[src/rtl/vga_syncgen.sv]
// VGA 640x480@60 raster timing: pixel-clock divider, H/V counters and registered HS/VS/DE.
// Optional FRAME_START pulse when VGA_SYNCGEN_FRAME_START_EN is defined.
module vga_syncgen #(
    parameter int CLKDIV  = 4,
    parameter int HDISP   = 640,
    parameter int HFRONT  = 16,
    parameter int HWIDTH  = 96,
    parameter int HPERIOD = 800,
    parameter int VDISP   = 480,
    parameter int VFRONT  = 10,
    parameter int VWIDTH  = 2,
    parameter int VPERIOD = 525
) (
    input  logic       CLK,
    input  logic       RST,
    output logic       PCK,
    output logic       PCK_EN,
    output logic [9:0] HCNT,
    output logic [9:0] VCNT,
    output logic       HS,
    output logic       VS,
    output logic       DE
`ifdef VGA_SYNCGEN_FRAME_START_EN
    ,
    output logic       FRAME_START
`endif
);

    localparam int DW = $clog2(CLKDIV);

    localparam logic [DW-1:0] DIV_LAST = DW'(CLKDIV - 1);
    localparam logic [DW-1:0] DIV_HALF = DW'(CLKDIV / 2);

    localparam logic [9:0] H_LAST     = 10'(HPERIOD - 1);
    localparam logic [9:0] H_DISP     = 10'(HDISP);
    localparam logic [9:0] H_SYNC_BEG = 10'(HDISP + HFRONT);
    localparam logic [9:0] H_SYNC_END = 10'(HDISP + HFRONT + HWIDTH);

    localparam logic [9:0] V_LAST     = 10'(VPERIOD - 1);
    localparam logic [9:0] V_DISP     = 10'(VDISP);
    localparam logic [9:0] V_SYNC_BEG = 10'(VDISP + VFRONT);
    localparam logic [9:0] V_SYNC_END = 10'(VDISP + VFRONT + VWIDTH);

    logic [DW-1:0] div;
    logic [DW-1:0] div_next;
    logic [9:0]    hcnt_next;
    logic [9:0]    vcnt_next;
    logic          de_next;
    logic          hs_next;
    logic          vs_next;
    logic          h_wrap;

    always_comb begin
        div_next = (div == DIV_LAST) ? '0 : div + 1'b1;
    end

    // Counters move only on the cycle after the strobe; otherwise they hold.
    always_comb begin
        hcnt_next = HCNT;
        vcnt_next = VCNT;
        h_wrap    = 1'b0;
        if (PCK_EN) begin
            if (HCNT == H_LAST) begin
                hcnt_next = '0;
                h_wrap    = 1'b1;
            end else begin
                hcnt_next = HCNT + 10'd1;
            end
            if (h_wrap) begin
                vcnt_next = (VCNT == V_LAST) ? '0 : VCNT + 10'd1;
            end
        end
    end

    // Decode from the next counter values so sync/enable line up with HCNT/VCNT.
    always_comb begin
        de_next = (hcnt_next < H_DISP) && (vcnt_next < V_DISP);
        hs_next = !((hcnt_next >= H_SYNC_BEG) && (hcnt_next < H_SYNC_END));
        vs_next = !((vcnt_next >= V_SYNC_BEG) && (vcnt_next < V_SYNC_END));
    end

    always_ff @(posedge CLK or negedge RST) begin
        if (!RST) begin
            div    <= '0;
            PCK    <= 1'b0;
            PCK_EN <= 1'b0;
        end else begin
            div    <= div_next;
            PCK    <= (div_next >= DIV_HALF);
            PCK_EN <= (div_next == DIV_LAST);
        end
    end

    always_ff @(posedge CLK or negedge RST) begin
        if (!RST) begin
            HCNT <= H_LAST;
            VCNT <= V_LAST;
            HS   <= 1'b1;
            VS   <= 1'b1;
            DE   <= 1'b0;
        end else begin
            HCNT <= hcnt_next;
            VCNT <= vcnt_next;
            HS   <= hs_next;
            VS   <= vs_next;
            DE   <= de_next;
        end
    end

`ifdef VGA_SYNCGEN_FRAME_START_EN
    always_ff @(posedge CLK or negedge RST) begin
        if (!RST) begin
            FRAME_START <= 1'b0;
        end else begin
            FRAME_START <= PCK_EN && (hcnt_next == '0) && (vcnt_next == '0);
        end
    end
`endif

endmodule

[config.mk]
export PLATFORM = sky130hd
export DESIGN_NAME = vga_syncgen
export DESIGN_NICKNAME = d
export VERILOG_FILES = /design/src/rtl/vga_syncgen.sv
export SDC_FILE = /design/constraint.sdc
export NUM_CORES = 1
export LEC_CHECK = 0
export BUFFER_PORTS_ARGS = -buffer_cell sky130_fd_sc_hd__buf_2
export CAP_MARGIN = 20
export CORE_ASPECT_RATIO = 0.6
export CORE_MARGIN = 5
export CORE_UTILIZATION = 54
export CTS_CLUSTER_SIZE = 40
export DETAILED_ROUTE_END_ITERATION = 7
export PLACE_DENSITY = 0.78
export SYNTH_ARGS = -nofsm -noshare
export SYNTH_HDL_FRONTEND = slang
export SYNTH_SLANG_ARGS = --single-unit
[constraint.sdc]
create_clock -name CLK -period 2.4 [get_ports CLK]
set_clock_uncertainty 0.2 [all_clocks]
set_input_delay 0.12 -clock CLK [delete_from_list [all_inputs] [get_ports CLK]]
set_output_delay 0.12 -clock CLK [all_outputs]
set_load 0.005 [all_outputs]
==> results.md <==
* CTS max path bufs at 2
* Cell count after synthesis at between 100 and 150
* Dpl cells at about 190
* WP data arrival at around 2.3 ns
* Syn_nets at approximately 140
* TritonCTS clock tree: built
* WS Path Type: reg -> reg
* Number of cells on the worst reg-to-reg path at 7
* Leakage at about 0.74 nW
* Power Dens Cells at 429 nW/um^2
* Most used cells in the layout excluding fill and tap cells: buf_2, dfrtp_1, dfstp_2, nand2_1
* GR Overflow Total at 0
* Setup Buffers After CTS at 0
* Post-Route WL at around 3000 um
* Root buffer cell: clkbuf_8
* DIE WIDTH at 75.8 um
* Crit. End Element: flop
* Worst hold path class: in -> async
* Initial Util at a little under three fifths
* Yosys reg bits at 26
* Initial antenna violation count at 0
* RD Place Congestion at roughly 0.87
* DRT iter0 DRCs at 111
* # H-tree levels at 1
* Fin crit period at between 2 and 2.5 ns
* Average vias per placed instance at 5.79
* TNS Setup at 0 ns
* Worst r2r dst: HS
* HPWL Detailed at roughly 2300 um
* Wire per inst at ~15 um
* Hold Violations, Final at 0
* Non-filler cells in the finished layout at ~200
* Slew @ Worst Pin at between 0.5 and 0.6 ns
* Clock Sinks at 26
* Gr usage total at 18.0%
* Slew HR at between 60% and 70%
* Final Setup Violations at 0
* Fillers at 215
* I/O Buffers at 26
* Clock transition at path regs at about 0.080 ns
* CTS Buf Count at 3
* Vias in the first global route at 1084
* Yosys cell types at 43
* Post-Syn Area at 1400 um^2
* Net count, final at roughly 170
* Share of layout cells above drive strength 1 at a little under a third
* RSZ-0062 raised after global routing: false
* Synth warn at 0
* Commonest non-fill, non-tap cell in the layout: buf_2
* Clk_lat worst skew at around 0.27 ns
* Syn avg cell area at ~10 um^2
* R2r setup slk at roughly 0.15 ns
* Die area at between 3000 and 4000 um^2
* Status: finished, final reports clean
* Drt drc at 0
* Crit path max fanout at 15
* Final ANT Viol Nets at 0
* ANT cells at 0
* # IOs at 27
* Chip Height at between 40 and 50 um
* Vias post-DR at between 1k and 1.5k
* Fin crit share at between 90% and 100%
* Area delta synth->final at 15.6%
* CP Data Required Time at between 2 and 2.5 ns
* Element type at the critical path start: flop
* FP Rows at 14
* Largest net degree at the start of global routing at 27
* Sequential share of the synthesized area at a little under half
* Final Slew Violations at 0
* TritonRoute pass-1 iters at 4
* Final Power at between 0.6 and 0.7 mW
* Core area at 2490 um^2
* Reg-to-reg startpoint: HCNT[0]
* First-pass GRT wire length at between 5000 and 6000 um
* Max Cap Violations at 0
* Max Clock Freq at around 0.44 GHz
* Max VDD drop at between 0.2 and 0.3 mV
[synth_stat cells]
cell	number	area share (%)
dfrtp_1	14	25
dfstp_2	12	22
nand2_1	12	3.2
nand4_1	11	4.9
nor2_1	11	2.9
xnor2_1	10	6.2
inv_1	8	2.1
ha_1	5	4.5
nor2b_1	5	2.2
nand3_1	4	1.4
o21ai_0	4	1.4
and3_1	3	1.3
a21oi_1	2	0.71
a31oi_1	2	0.89
buf_6	2	1.6
mux2i_1	2	1.4
or3_1	2	0.89
a211o_1	1	0.62
a21o_1	1	0.54
a21oi_2	1	0.62
a221oi_2	1	1.1
a22o_1	1	0.62
a22oi_1	1	0.54
a31o_1	1	0.62
a41o_1	1	0.71
a41oi_1	1	0.62
and2_0	1	0.45
and2_1	1	0.45
and3_4	1	0.80
and3b_1	1	0.62
and4_1	1	0.62
and4bb_1	1	0.89
buf_4	1	0.54
nand2b_1	1	0.45
nand3_2	1	0.71
nand4b_1	1	0.62
nor3_1	1	0.36
nor4_1	1	0.45
nor4b_2	1	1.1
o211ai_1	1	0.54
o21ai_1	1	0.36
xnor2_2	1	1.2
xor2_1	1	0.62
[metrics by stage]
step	instance area (um^2)	util, %	setup WS [ns]	hold slack [ns]
finish	1620	65.2	0.151	0.176
global route	1620	65.2	0.00900	0.244
CTS	1620	65.2	0.161	0.181
detailed placement	1570	62.9	0.0146	-0.0631
global placement	1570	62.9	0.0996	-0.0684
floorplan	1400	-	0.382	-0.376
[what timing repair did]
action / in CTS / in global routing
gates resized for setup: 1 / 0
hold buffers: 1 / 0
endpoints found under the setup margin: 1 / 0
endpoints found under the hold margin: 26 / 0
[power by group]
part | internal, mW | total, mW | switching [mW]
Sequential | 0.439 | 0.439 | 0
Clock | 0.119 | 0.247 | 0.128
Combinational | 0.00164 | 0.00966 | 0.00801
Total | 0.559 | 0.696 | 0.136
[routing by layer]
| layer | global-route usage (%) | part of all wire [%] | vias up |
|---|---|---|---|
| li1 | - | - | 548 |
| met1 | 26.1 | 49 | 556 |
| met2 | 26.0 | 43 | 38 |
| met3 | 5.68 | 7.0 | 4 |
| met4 | 4.07 | 1.1 | 0 |
| met5 | 0 | 0 | - |
[flip-flops by register name (all words and copies together), names as in the netlist]
name and count:
div 1, PCK_EN 1, VS 1, HS 1, HCNT 10, DE 1, PCK 1, VCNT 10
[how the worst max path moves through the flow]
stage	endpoint	start	slack (ns)
3_5_place_dp	HS	HCNT[0]	0.01
2_1_floorplan	DE	HCNT[0]	0.38
5_1_grt	VS	VCNT[1]	0.009
6_report	HS	HCNT[0]	0.15
4_1_cts	HS	HCNT[0]	0.16
3_3_place_gp	HS	HCNT[0]	0.1
[worst max-delay path: stages, from the launching register on]
cell     delay [ns]
dfstp_2        0.57
ha_1           0.19
and3_4         0.20
and3_2         0.35
buf_4          0.19
a21oi_2        0.04
or3_1          0.34
nand4_1        0.09
[cell type report]
cell class                      count  area (um^2)  area share (%)
Sequential cell                    26          666            41.0
Timing Repair Buffer               30          163            10.0
Multi-Input combinational cell     98          678            41.8
Inverter                            8         30.0            1.85
Tap cell                           32         40.0            2.47
Clock buffer                        4         45.0            2.78
[cell families (layout without fill, tap and decap cells)]
| family | after synthesis | after routing | synth area share [%] |
|---|---|---|---|
| DFF | 26 | 26 | 47.5 |
| xor gates and xnor gates | 12 | 12 | 8.03 |
| buffers and inverters | 11 | 42 | 4.28 |
| muxes | 2 | 2 | 1.43 |
| and+or+nand+nor | 60 | 60 | 24.4 |
| adders and majority gates | 5 | 5 | 4.46 |
| AOI/OAI and AO/OA | 19 | 19 | 9.90 |
Note: power is estimated with default switching activity, not from simulation.
